$ cat src/rtl/special_reg_pkg.sv
// Shared encodings for the special register bank: command opcodes, FSM states
// and the special register addresses produced by the IR decoder.
package special_reg_pkg;

  // Register-list addresses for the three special registers.
  localparam int totalAddressLength = 4;
  localparam logic [totalAddressLength-1:0] ADDR_RADR = 4'd13;
  localparam logic [totalAddressLength-1:0] ADDR_RLI  = 4'd14;
  localparam logic [totalAddressLength-1:0] ADDR_SP   = 4'd15;

  typedef enum logic [2:0] {
    OP_NOP   = 3'd0,
    OP_LOADL = 3'd1,
    OP_LOADH = 3'd2,
    OP_PUSH  = 3'd3,
    OP_POP   = 3'd4
  } cmd_op_e;

  typedef enum logic [1:0] {
    ST_IDLE,
    ST_PUSH_WR,
    ST_POP_RD,
    ST_POP_WB
  } state_e;

endpackage

$ cat src/rtl/special_reg_bank_stack_guard.sv
// Full/empty compare on the stack pointer; only built when STACK_GUARD_EN is defined.
module stack_guard #(
  parameter int                    DATA_WIDTH = 16,
  parameter logic [DATA_WIDTH-1:0] SP_RESET   = 16'hFFFF,
  parameter logic [DATA_WIDTH-1:0] SP_LIMIT   = 16'hFF00
) (
  input  logic [DATA_WIDTH-1:0] sp_i,
  output logic                  full_o,
  output logic                  empty_o
);

  assign full_o  = (sp_i == SP_LIMIT);
  assign empty_o = (sp_i == SP_RESET);

endmodule

$ cat src/rtl/special_reg_bank.sv
// RADR/RLI/SP register bank with half-word loads and a push/pop stack port.
// Optional overflow/underflow guard is compiled in with STACK_GUARD_EN.
module special_reg_bank
  import special_reg_pkg::*;
#(
  parameter int                    DATA_WIDTH = 16,
  parameter int                    ADDR_WIDTH = totalAddressLength,
  parameter logic [DATA_WIDTH-1:0] SP_RESET   = 16'hFFFF,
  parameter logic [DATA_WIDTH-1:0] SP_LIMIT   = 16'hFF00
) (
  input  logic                      clk,
  input  logic                      rst_n,
  input  logic                      cmd_valid,
  output logic                      cmd_ready,
  input  logic [2:0]                cmd_op,
  input  logic [DATA_WIDTH/2-1:0]   imm,
  input  logic                      setRegAddress,
  input  logic [ADDR_WIDTH-1:0]     regAddress,
  output logic [DATA_WIDTH-1:0]     radr,
  output logic [DATA_WIDTH-1:0]     rli,
  output logic [DATA_WIDTH-1:0]     sp,
  output logic [DATA_WIDTH-1:0]     mem_addr,
  output logic [DATA_WIDTH-1:0]     mem_wdata,
  output logic                      mem_we,
  output logic                      mem_re,
  input  logic [DATA_WIDTH-1:0]     mem_rdata,
  output logic                      stack_ovf,
  output logic                      stack_unf
);

  localparam int HALF = DATA_WIDTH / 2;

  state_e                state_q, state_d;
  logic [DATA_WIDTH-1:0] radr_q, radr_d, rli_q, rli_d, sp_q, sp_d;
  logic sel_radr, sel_rli, sel_sp, accept, is_load, hi_half;
  logic push_go, pop_go, sp_full, sp_empty;

  assign sel_radr = setRegAddress && (regAddress == ADDR_WIDTH'(ADDR_RADR));
  assign sel_rli  = setRegAddress && (regAddress == ADDR_WIDTH'(ADDR_RLI));
  assign sel_sp   = setRegAddress && (regAddress == ADDR_WIDTH'(ADDR_SP));
  assign accept   = cmd_valid && (state_q == ST_IDLE);
  assign is_load  = (cmd_op == OP_LOADL) || (cmd_op == OP_LOADH);
  assign hi_half  = (cmd_op == OP_LOADH);
  assign push_go  = accept && sel_sp && (cmd_op == OP_PUSH);
  assign pop_go   = accept && sel_sp && (cmd_op == OP_POP);

  function automatic logic [DATA_WIDTH-1:0] load_half(input logic [DATA_WIDTH-1:0] cur,
                                                       input logic hi,
                                                       input logic [HALF-1:0] v);
    load_half = hi ? {v, cur[HALF-1:0]} : {cur[DATA_WIDTH-1:HALF], v};
  endfunction

`ifdef STACK_GUARD_EN
  logic ovf_q, unf_q;

  stack_guard #(
    .DATA_WIDTH (DATA_WIDTH),
    .SP_RESET   (SP_RESET),
    .SP_LIMIT   (SP_LIMIT)
  ) u_stack_guard (
    .sp_i    (sp_q),
    .full_o  (sp_full),
    .empty_o (sp_empty)
  );

  // A refused push/pop sets its flag and leaves the FSM in IDLE.
  always_ff @(posedge clk or negedge rst_n) begin
    if (!rst_n) begin
      ovf_q <= 1'b0;
      unf_q <= 1'b0;
    end else begin
      ovf_q <= ovf_q | (push_go && sp_full);
      unf_q <= unf_q | (pop_go && sp_empty);
    end
  end

  assign stack_ovf = ovf_q;
  assign stack_unf = unf_q;
`else
  assign sp_full   = 1'b0;
  assign sp_empty  = 1'b0;
  assign stack_ovf = 1'b0;
  assign stack_unf = 1'b0;
`endif

  always_ff @(posedge clk or negedge rst_n) begin
    if (!rst_n) state_q <= ST_IDLE;
    else        state_q <= state_d;
  end

  always_ff @(posedge clk or negedge rst_n) begin
    if (!rst_n) begin
      radr_q <= '0;
      rli_q  <= '0;
      sp_q   <= SP_RESET;
    end else begin
      radr_q <= radr_d;
      rli_q  <= rli_d;
      sp_q   <= sp_d;
    end
  end

  always_comb begin
    state_d = state_q;
    radr_d  = radr_q;
    rli_d   = rli_q;
    sp_d    = sp_q;
    case (state_q)
      ST_IDLE: begin
        if (accept && is_load) begin
          if (sel_radr) radr_d = load_half(radr_q, hi_half, imm);
          if (sel_rli)  rli_d  = load_half(rli_q,  hi_half, imm);
          if (sel_sp)   sp_d   = load_half(sp_q,   hi_half, imm);
        end
        if (push_go && !sp_full)  state_d = ST_PUSH_WR;
        if (pop_go  && !sp_empty) state_d = ST_POP_RD;
      end
      ST_PUSH_WR: begin
        sp_d    = sp_q - DATA_WIDTH'(1);
        state_d = ST_IDLE;
      end
      ST_POP_RD: state_d = ST_POP_WB;
      ST_POP_WB: begin
        rli_d   = mem_rdata;
        sp_d    = sp_q + DATA_WIDTH'(1);
        state_d = ST_IDLE;
      end
      default: state_d = ST_IDLE;
    endcase
  end

  // Strobes and address come from state alone so reset kills them instantly.
  always_comb begin
    cmd_ready = 1'b0;
    mem_we    = 1'b0;
    mem_re    = 1'b0;
    mem_addr  = '0;
    case (state_q)
      ST_IDLE:    cmd_ready = 1'b1;
      ST_PUSH_WR: begin
        mem_we   = 1'b1;
        mem_addr = sp_q - DATA_WIDTH'(1);
      end
      ST_POP_RD: begin
        mem_re   = 1'b1;
        mem_addr = sp_q;
      end
      default: ;
    endcase
  end

  assign radr      = radr_q;
  assign rli       = rli_q;
  assign sp        = sp_q;
  assign mem_wdata = rli_q;

endmodule

$ cat config.mk
export PLATFORM = sky130hd
export DESIGN_NAME = special_reg_bank
export DESIGN_NICKNAME = d
export VERILOG_FILES = /design/src/rtl/special_reg_pkg.sv /design/src/rtl/special_reg_bank_stack_guard.sv /design/src/rtl/special_reg_bank.sv
export SDC_FILE = /design/constraint.sdc
export NUM_CORES = 1
export LEC_CHECK = 0
export CORE_UTILIZATION = 39
export CTS_BUF_LIST = sky130_fd_sc_hd__clkbuf_8
export DETAILED_ROUTE_END_ITERATION = 16
export GPL_TIMING_DRIVEN = 1
export PLACE_DENSITY = 0.72
export RECOVER_POWER = 50
export SETUP_SLACK_MARGIN = 0.4
export SKIP_LAST_GASP = 1
export SYNTH_ARGS = -nofsm -noshare
export SYNTH_HDL_FRONTEND = slang
export SYNTH_SLANG_ARGS = --single-unit
$ cat constraint.sdc
create_clock -name clk -period 2 [get_ports clk]
set_input_delay 0.4 -clock clk [delete_from_list [all_inputs] [get_ports clk]]
set_output_delay 0.4 -clock clk [all_outputs]
set_load 0.01 [all_outputs]
# == Yosys cells after proc, flatten, opt, wreduce, memory -nomap -nowiden ==
# Cells that the tools add are included.
# word_totals
regBits,50
latchBits,0
ram_bits,0
rom_bits,0
input_bits,35
output_inout_bits,85
wordCells,59
mem_count,0
# classes
addsub,2
n_mul,0
div_mod_pow,0
magnitude_cmp,0
n_eq_ne,16
shift,0
n_mux,14
bitwise,1
n_reduce_logical,19
# ops
operator,count
$mux 16,5
$pmux 16 s2,2
$pmux 16 s3,1
$reduce_and 4->1,6
$add 16x1->16 const B,1
$sub 16x1->16 const B,1
$eq 4x4->1 const B,3
$logic_and 1x1->1,8
$ne 2x2->1 const B,4
$eq 3x2->1 const B,2
$pmux 2 s3,1
$eq 2x2->1 const B,2
$mux 2,2
$eq 3x1->1 const B,1
$eq 3x3->1 const B,1
$mux 1,3
$ne 3x3->1 const B,1
$reduce_bool 3->1,1
$eq 2x1->1 const B,1
$logic_not 2->1,1
$ne 2x1->1 const B,1
$reduce_bool 2->1,1
$reduce_or 2->1,1
$logic_or 1x1->1,1
$not 1->1,1

# == Depth between registers and ports, before layout ==
# depth
ltp_word,7
ltp_mapped,9
depth_no_buf,7

# == Worst setup path after synthesis ==
# No wires, ideal clock.
# synth_timing
path_type,register to output
from,register state_q[1]
to,output mem_addr[3]
t_arrival_ns,2.023
required_ns,1.600
setup_slack_ns,-0.423
path_stages_with_launch,8
path_buffers,3
cell_sequence,dfrtp_1 -> inv_1 -> ha_1 -> clkbuf_1 -> clkbuf_1 -> clkbuf_1 -> nand2_1 -> a311oi_1
# synth_via
elab_chain_len,2
word_cells_on_any_way,3
cone_classes,eq/ne: 2; mux: 1
# synth_rtl
item,line_no,source
from (decl),special_reg_bank.sv:33,"state_e state_q, state_d;"
from (signal assigned),special_reg_bank.sv:88,else state_q <= state_d;
$eq 2x2->1 / $eq 2x1->1 (equally long branches),special_reg_bank.sv:138,case (state_q)
$pmux 16 s2 *,special_reg_bank.sv:138,
to (decl),special_reg_bank.sv:22,"output logic [DATA_WIDTH-1:0] mem_addr,"
# Every way passes the cells marked *; elsewhere a longest branch is shown, timed or not.

# == Worst setup path after layout ==
# layout_timing
from,"register sp_q[7], in the netlist sp[7]"
to,output mem_addr[12]
# layout_via
elab_chain_len,2
# layout_rtl
item,line_no,source
from (decl),special_reg_bank.sv:34,"logic [DATA_WIDTH-1:0] radr_q, radr_d, rli_q, rli_d, sp_q, sp_d;"
from (signal assigned),special_reg_bank.sv:99,sp_q <= sp_d;
$sub 16x1->16,special_reg_bank.sv:142,mem_addr = sp_q - DATA_WIDTH'(1);
$pmux 16 s2,special_reg_bank.sv:138,
# No other way between the ends.

==> metrics <==
dominant cell type by area after synthesis=dfrtp_1; crit path DAT=around 2.3 ns; Initial Utilization=40.1%; Mean Syn Cell Area=8.63 um2; clock latency on the worst-skew pair=~0.33 ns; die area=between 9000 and 10000 um2; top cells by area, synth=dfrtp_1 23%, dfstp_2 11%, mux2_2 5.2%; Crit Path Category=flip-flop to primary output; placed wire-length estimate=roughly 11000 um; vias per inst=~6.1; post-synthesis sequential area ratio=between 30 and 40%; largest net degree at the start of global routing=22; Setup violations, final=51; Via Count=around 5300; reg2reg start=sp[7]; 1st-iter DRT viols=563; most common flop cell mapped by yosys=dfrtp_1; clk sinks=50; core area=9240 um2; Horiz. Die Dim=approximately 100 um; Cell Pwr Density=between 1000 and 1500 nW/um2; Worst R2R Setup Slack=-0.66 ns; top-area cell type share of the netlist area=22.9%; hold_ws=between 0.5 and 0.6 ns; violated checks=negative setup slack; Total GRT Usage=~36%; CP max FO=3; vias in the first global route=between 4000 and 5000; Setup Skew=0.0136 ns; Worst Hold End=radr[10]; Worst slew margin=about 39%; Worst setup EP type=primary output; Max VDD drop=approximately 0.0011 V; antenna diode instance count=0; Leakage=approximately 3.6 nW; TritonCTS buffer count=5; #FFs+latches synth=50; grt ovf=0; global-route wire length before repair=roughly 27000 um; crit start category=flip-flop; Area growth syn-to-layout=110%; Total Power=slightly above 0.01 W; clk buf depth=2; root buf cell=clkbuf_8; Netlist cell types=74; Synth Instances=430; synthesized area=between 3000 and 4000 um2; Final nets=between 700 and 800; Yosys Warn Count=0; worst r2r path cells=16; final setup margin=-0.707 ns; outcome=finished, violations left; Chip Height=roughly 100 um; RePlAce Congestion=between 0.9 and 1; Max-Cap Viols=0; row cnt=35; RSZ-0062 raised after global routing=true; async set-reset flop share out of synthesis=100%; WL per Instance=approximately 23 um; count of flip-flops with a built-in enable after synthesis=0; crit path time final=around 2.7 ns; most frequent cell after synthesis=nand2_1; hold path start=radr[10]; clock slew at reported path FFs=approximately 0.13 ns; layout cells sized above 1=roughly three fifths; measured slew at the worst slew-check pin=~0.91 ns; wirelength, routed=~20000 um; f_max=between 300 and 400 MHz; worst hold path class=flip-flop to flip-flop; Pre-antenna DRT Iters=6; TritonCTS clock tree=done; part of the cycle the worst path needs=135%; Reg-to-Reg End=sp[13]; Port Buffers=about 120; H-tree Lvls=2; # IOs=120; number of routed nets with antenna violations=0; residual DRC count=0; Slew Limit Fails=0; hold path cells=1; Critical Path RT=approximately 1.6 ns; initial antenna violation count=0; final hold vios=0; commonest cells in the netlist=37 x nand2_1, 34 x dfrtp_1, 32 x nor2_1, 32 x o21ai_0, 31 x a21oi_1
## cells by family (layout without fill, tap and decap cells)
group / after synthesis / in the layout / synth area share, %
mux: 25 / 25 / 7.32
other cells: 1 / 2 / 0.101
buf+inv: 62 / 370 / 9.07
fa+ha+maj: 7 / 7 / 2.36
flops: 50 / 50 / 34.3
compound gates: 123 / 124 / 22.1
simple gates: 160 / 160 / 24.4
xor+xnor: 2 / 2 / 0.472
## flip-flops by register name (all words and copies together), names as in the netlist
signal and cells:
radr 16, state_q 2, sp 16, mem_wdata 16
## timing repair
item	4_1_cts	5_1_grt
hold buffers	1	0
setup endpoints to repair	133	83
hold endpoints to repair	16	0
setup buffers	71	41
pin swaps	48	54
cloned	3	0
gates resized for setup	331	89
## area by class of cell
type / instances / area [um2]
clock buffers: 5 / 68.8
clock inverters: 3 / 28.8
fillers: 482 / 1440
inverters: 11 / 56.3
multi-input cells: 320 / 2970
flip-flops and latches: 50 / 1270
well taps: 129 / 161
repair buffers: 351 / 3240
## report_power, final
group | internal [W] | leakage, nW | switching (W)
combinational | 0.00411 | 2.93 | 0.00381
clock | 0.000262 | 0.0502 | 0.000444
sequential | 0.00135 | 0.601 | 0.000291
## stage by stage
step	utilization [%]	setup slack (ns)	cell area (um2)	setup TNS [ns]	cells
2_1_floorplan	-	-0.129	4190	-0.386	431
3_3_place_gp	65.0	-0.528	6010	-14.77	745
3_5_place_dp	65.0	-0.537	6010	-15.93	745
4_1_cts	77.6	-0.616	7170	-6.30	828
5_1_grt	84.4	-0.750	7800	-15.15	869
6_report	84.4	-0.707	7800	-12.25	869
## routing by layer
layer  part of all wire, %  track usage, %  vias up
met5                     0               0        -
met4                   5.2            12.6        0
met3                    11            7.38      121
met2                    47            62.3      433
met1                    37            43.5     2530
li1                      -               -     2192
## worst max-delay path, stage by stage (launching register included)
cell     delay [ns]
dfstp_2        0.43
buf_4          0.14
or4_4          0.45
nor4_4         0.31
xor2_1         0.26
a22oi_1        0.10
nor2b_1        0.13
buf_2          0.15
## how the worst max path moves through the flow
| stage | startpoint | endpoint |
|---|---|---|
| after CTS | sp[9] | mem_addr[15] |
| after floorplan | sp[8] | mem_addr[12] |
| after detailed placement | sp[3] | mem_addr[12] |
| after global routing | sp[6] | mem_addr[15] |
| final | sp[7] | mem_addr[12] |
| after global placement | sp[3] | mem_addr[12] |
## placed cells by master (no fill, tap or decap), types with 13 or more instances in the layout
cell / count
a21oi_1: 14
a22oi_1: 13
buf_2: 17
buf_4: 148
buf_6: 81
clkdlybuf4s50_1: 30
dfrtp_1: 33
dfstp_2: 16
dlygate4sd2_1: 51
mux2_4: 16
nand2_1: 26
nand3_1: 14
nor2_1: 18
o21ai_1: 14
o21ai_2: 15
Power figures use the tool's default switching activity.
